===== config.mk =====
export PLATFORM = sky130hd
export DESIGN_NAME = divider_seq
export DESIGN_NICKNAME = d
export VERILOG_FILES = /design/src/rtl/divider_seq.sv
export SDC_FILE = /design/constraint.sdc
export NUM_CORES = 1
export LEC_CHECK = 0
export ABC_AREA = 1
export ABC_CLOCK_PERIOD_IN_PS = 2300
export CORE_MARGIN = 1
export CORE_UTILIZATION = 45
export DETAILED_ROUTE_END_ITERATION = 10
export DONT_BUFFER_PORTS = 1
export GPL_TIMING_DRIVEN = 0
export RECOVER_POWER = 100
export SLEW_MARGIN = 20
export SYNTH_ARGS = -nofsm -noshare
export SYNTH_HDL_FRONTEND = slang
export SYNTH_SLANG_ARGS = --single-unit

===== constraint.sdc =====
create_clock -name i_clk -period 2.3 [get_ports i_clk]
set_input_delay 0.46 -clock i_clk [delete_from_list [all_inputs] [get_ports i_clk]]
set_output_delay 0.46 -clock i_clk [all_outputs]
set_load 0.03 [all_outputs]

===== src/rtl/divider_seq.sv =====
// Unsigned restoring divider: one quotient bit per cycle behind a start/busy/done handshake.
// Results are registered only on completion, so callers never see partial values.
module divider_seq #(
   parameter int WIDTH = 8
) (
   input  logic             i_clk,
   input  logic             i_rst_n,
   input  logic             i_start,
   input  logic [WIDTH-1:0] i_data1,
   input  logic [WIDTH-1:0] i_data2,
   output logic             o_busy,
   output logic             o_done,
   output logic [WIDTH-1:0] o_quotient,
   output logic [WIDTH-1:0] o_remainder,
   output logic             o_div_by_zero
);

   localparam int CW = $clog2(WIDTH + 1);

   localparam logic [1:0] S_IDLE = 2'd0;
   localparam logic [1:0] S_CALC = 2'd1;
   localparam logic [1:0] S_FIN  = 2'd2;

   logic [1:0]       r_state;
   logic [CW-1:0]    r_count;
   logic [WIDTH:0]   r_rem;
   logic [WIDTH-1:0] r_q;
   logic [WIDTH-1:0] r_divisor;
   logic             r_zero;

   logic [WIDTH+1:0] w_shift;
   logic [WIDTH+1:0] w_trial;
   logic             w_fits;
   logic             w_accept;

   // The extra remainder bit keeps the carry when the divisor's MSB is set.
   assign w_shift  = {r_rem, r_q[WIDTH-1]};
   assign w_trial  = w_shift - {2'b00, r_divisor};
   assign w_fits   = ~w_trial[WIDTH+1];
   assign w_accept = i_start && (r_state != S_CALC);

   // A zero divisor skips the iterations (counter starts at 0); r_q then still holds the dividend.
   always_ff @(posedge i_clk or negedge i_rst_n) begin
      if (!i_rst_n) begin
         r_state       <= S_IDLE;
         r_count       <= '0;
         r_rem         <= '0;
         r_q           <= '0;
         r_divisor     <= '0;
         r_zero        <= 1'b0;
         o_busy        <= 1'b0;
         o_done        <= 1'b0;
         o_quotient    <= '0;
         o_remainder   <= '0;
         o_div_by_zero <= 1'b0;
      end else begin
         case (r_state)
            S_CALC: begin
               if (r_count != '0) begin
                  r_q     <= {r_q[WIDTH-2:0], w_fits};
                  r_rem   <= w_fits ? w_trial[WIDTH:0] : w_shift[WIDTH:0];
                  r_count <= r_count - 1'b1;
               end else begin
                  r_state <= S_FIN;
                  o_busy  <= 1'b0;
                  o_done  <= 1'b1;
                  if (r_zero) begin
                     o_quotient    <= '1;
                     o_remainder   <= r_q;
                     o_div_by_zero <= 1'b1;
                  end else begin
                     o_quotient    <= r_q;
                     o_remainder   <= r_rem[WIDTH-1:0];
                     o_div_by_zero <= 1'b0;
                  end
               end
            end
            default: begin
               o_done <= 1'b0;
               if (w_accept) begin
                  r_state   <= S_CALC;
                  r_rem     <= '0;
                  r_q       <= i_data1;
                  r_divisor <= i_data2;
                  r_zero    <= (i_data2 == '0);
                  r_count   <= (i_data2 == '0) ? '0 : CW'(WIDTH);
                  o_busy    <= 1'b1;
               end else begin
                  r_state <= S_IDLE;
               end
            end
         endcase
      end
   end

endmodule


==> run summary <==
The mux contribution to synthesized area was 0; the floorplan die width was 80.5 um. The number of enable flip-flop cells after synthesis works out to 0. The net count of the finished layout is 393.

The post-synthesis register bit count is 50, and the starting DRC count in detailed routing is 95. Type of the worst setup path: flip-flop to flip-flop. The tools report the maximum buffer depth of the clock tree as 2. In this run the post-CTS setup repair buffer count came out at 0. The tree is rooted in a sky130_fd_sc_hd__clkbuf_8.

Setup repair after global routing left no endpoint under its margin. The number of stages on the worst hold path is 2, and the largest fanout on the critical path is 10. For the row count, the log shows 28. The number of failing hold endpoints at the final stage was 0.

In this run the standard cell core region covers 5920 um2. The via-per-instance ratio is 5.01. The most used flip-flop cell after synthesis is sky130_fd_sc_hd__dfrtp_1.

The starting density of the core is 0.468. Once detail routing completed, the nets flagged for antenna violations numbered 0. The wire length of the first global-routing pass was 10000 um. For the finished layout, the period the worst path requires is 1.98 ns.

The clock slew seen by the registers of the worst setup and hold paths is 0.10 ns, and the final number of setup-violating endpoints is 0. The count of vias placed by the detailed router is 2200, and the post-cts repair resize count is 0. The part of the cycle the worst path needs was 0.862; the placer's final routability congestion estimate was 0.824. Launching element type of the critical path: a flip-flop.

The logs give 0 for the max-slew violation count and 0 for the number of inserted diodes. The end point of the most critical hold path is r_divisor[2]. The tools report the initial antenna violation count as 0. Global routing finished with a remaining overflow of 0.

For the worst-case register-to-register setup slack, the log shows 0.32 ns. The complex-gate fraction of the synthesized area works out to 0.0953. The logs give 439 for the count of non-filler cells in the finished layout and 6050 um for the total wirelength of the detailed-routed design.

Synthesis produced 355 cells. A synthesized cell averages 7.80 um2. The run finished with clean final reports. The first detailed-routing pass ran for 4 iterations. The number of sinks handled by clock tree synthesis was 50. The tools report the capturing element type of the critical path as a flip-flop. The worst hold path begins at i_data2[2]. The post-placement cell count came out at 430.

The logs give 2.21 ns for the arrival time of the worst setup path and 30 for the post-synthesis cell type count. Compared with the post-synthesis result, the final layout area differs by 6.96%. The required time of the critical path is 2.53 ns. Portion of the post-synthesis area used by sequential elements: 0.452. For the pin with the worst max-slew slack, the measured transition is 1.25 ns. For this run, the top clock speed supported by timing is 504 MHz. For the count of boundary I/O pins, the log shows 38. The later pin in the worst-skew pair is clocked with a latency of 0.30 ns. The run gives 6470 um2 as the full die area. The worst register-to-register path ends at r_q[7]. Measured in cells, the most critical reg-to-reg path has a length of 7. The per-cell routed wire length is 13.8 um, and the fraction of layout instances using a drive strength above 1 is 0.0604. TritonCTS built the clock tree. The final-layout setup total negative slack is 0 ns. The post-DP HPWL is 4530 um.

Overall track demand over capacity in global routing: 0.205. The clock arrives with 0.0175 ns of skew. The parity-gate share of the synthesized area counting xor and xnor cells is 0.0126, and the number of global-route vias before repair is 2112. Max-cap violations in this run came to 0. Entering global routing, the biggest net connects 51 pins. The number of warning messages in the yosys log is 0.

After detailed routing, the number of remaining DRC violations is 0. The count of buffers added on input and output ports is 0. The type of the worst min-delay path is input pin to flip-flop. Summing every instance area after synthesis gives 2770 um2. The basic-gate share of the synthesized area counting and, or, nand and nor cells is 0.285. The adder-cell share of the synthesized area was 0.0524. The tools report the worst-case headroom to the max-slew limit as 0.165. The share of async-settable or async-resettable flops after synthesis was 1.00.

The die height is 80.5 um, and the number of H-tree levels is 2. The run gives 5 as the number of buffers created by CTS. Post-synthesis net count: 385. By area, the combinational part of the netlist is dominated by simple AND/OR/NAND/NOR gates. In this run the critical register-to-register path is launched from r_state[1].
==> logic make-up after synthesis <==
family | after synthesis
AO/OA/AOI/OAI | 47
AND/OR/NAND/NOR | 178
flip-flops | 50
adder cells (fa/ha/maj) | 11
XOR/XNOR | 4
buffers and inverters | 65
==> worst max path at each step <==
| stage | from | endpoint | cells after the start |
|---|---|---|---|
| 3_5_place_dp | r_q[7] | r_rem[8] | 13 |
| 2_1_floorplan | r_rem[5] | r_rem[0] | 10 |
| 6_report | r_state[1] | r_q[7] | 7 |
| 4_1_cts | r_q[7] | r_rem[8] | 13 |
| 3_3_place_gp | r_rem[5] | r_rem[7] | 9 |
| 5_1_grt | r_state[1] | r_count[0] | 7 |
==> cells in the final DEF, fill, tap and decap left out, types with 2 or more instances in the layout <==
cell,Yosys,routed
sky130_fd_sc_hd__xor2_1,2,2
sky130_fd_sc_hd__ha_1,10,10
sky130_fd_sc_hd__a31oi_1,8,8
sky130_fd_sc_hd__nand4_1,5,5
sky130_fd_sc_hd__buf_6,4,4
sky130_fd_sc_hd__nor2_1,21,21
sky130_fd_sc_hd__inv_1,53,54
sky130_fd_sc_hd__xnor2_1,2,2
sky130_fd_sc_hd__clkbuf_8,0,6
sky130_fd_sc_hd__nand2_1,105,108
sky130_fd_sc_hd__nor2_2,2,3
sky130_fd_sc_hd__dfrtp_1,50,50
sky130_fd_sc_hd__clkbuf_1,2,4
sky130_fd_sc_hd__nor2_4,3,2
sky130_fd_sc_hd__nand3b_1,5,5
sky130_fd_sc_hd__o21ai_0,13,18
sky130_fd_sc_hd__nand3_1,30,31
sky130_fd_sc_hd__a21oi_1,12,12
sky130_fd_sc_hd__o211ai_1,7,7
==> what timing repair did <==
| item | CTS | global route |
|---|---|---|
| hold buffers | 1 | 0 |
| endpoints found under the hold margin | 50 | 0 |
| endpoints found under the setup margin | 0 | 0 |
==> cell usage after synthesis (all sizes together), types with 7 or more instances <==
cell,number,area share
inv,54,0.073
dfrtp,50,0.45
nand3,31,0.058
a31oi,8,0.018
nor2,26,0.045
o21ai,19,0.034
ha,10,0.045
nand2,109,0.15
buf,9,0.027
a21oi,12,0.022
o211ai,7,0.019
==> sequential cells by signal, summed over array words and instances, names as in the netlist <==
register and flops:
r_rem 9, o_quotient 8, o_remainder 8, r_divisor 8
r_q 8, r_count 4, r_state 2, o_busy 1
o_div_by_zero 1, r_zero 1
==> metal layers <==
layer,share of wire,up-vias,track usage
met3,0.037,2,0.0409
met5,0,-,0
met2,0.45,32,0.319
met4,0.0066,0,0.0518
met1,0.50,1015,0.290
li1,-,1151,-
==> stage by stage <==
stage	instance area [um2]	utilization	setup slack (ns)	hold slack, ns
global route	2960	0.500	0.158	0.290
floorplan	2770	-	0.637	0.164
CTS	3010	0.509	0.396	0.00456
detailed placement	2860	0.484	0.427	0.166
global placement	2860	0.484	0.445	0.166
finish	2960	0.500	0.318	0.280
==> final cells by class <==
| type | instances | area [um2] |
|---|---|---|
| plain buffers | 11 | 76.3 |
| flip-flops and latches | 50 | 1250 |
| repair buffers | 1 | 5.00 |
| multi-input cells | 240 | 1210 |
| inverters | 54 | 203 |
| fillers | 611 | 2960 |
| well taps | 75 | 93.8 |
| clock buffers | 6 | 82.6 |
| clock inverters | 2 | 38.8 |
==> critical path, cell delays in order, from the launching register on <==
cell and delay, ns:
sky130_fd_sc_hd__dfrtp_1 0.53, sky130_fd_sc_hd__nor2_4 0.28, sky130_fd_sc_hd__inv_1 0.14, sky130_fd_sc_hd__nand2_1 0.24, sky130_fd_sc_hd__nand2_1 0.11, sky130_fd_sc_hd__clkbuf_1 0.23, sky130_fd_sc_hd__buf_6 0.21, sky130_fd_sc_hd__o21ai_0 0.16
Power is left out: the tool's default activity adds up to more than one toggle a clock period on the data nets, which glitch-free logic cannot reach.
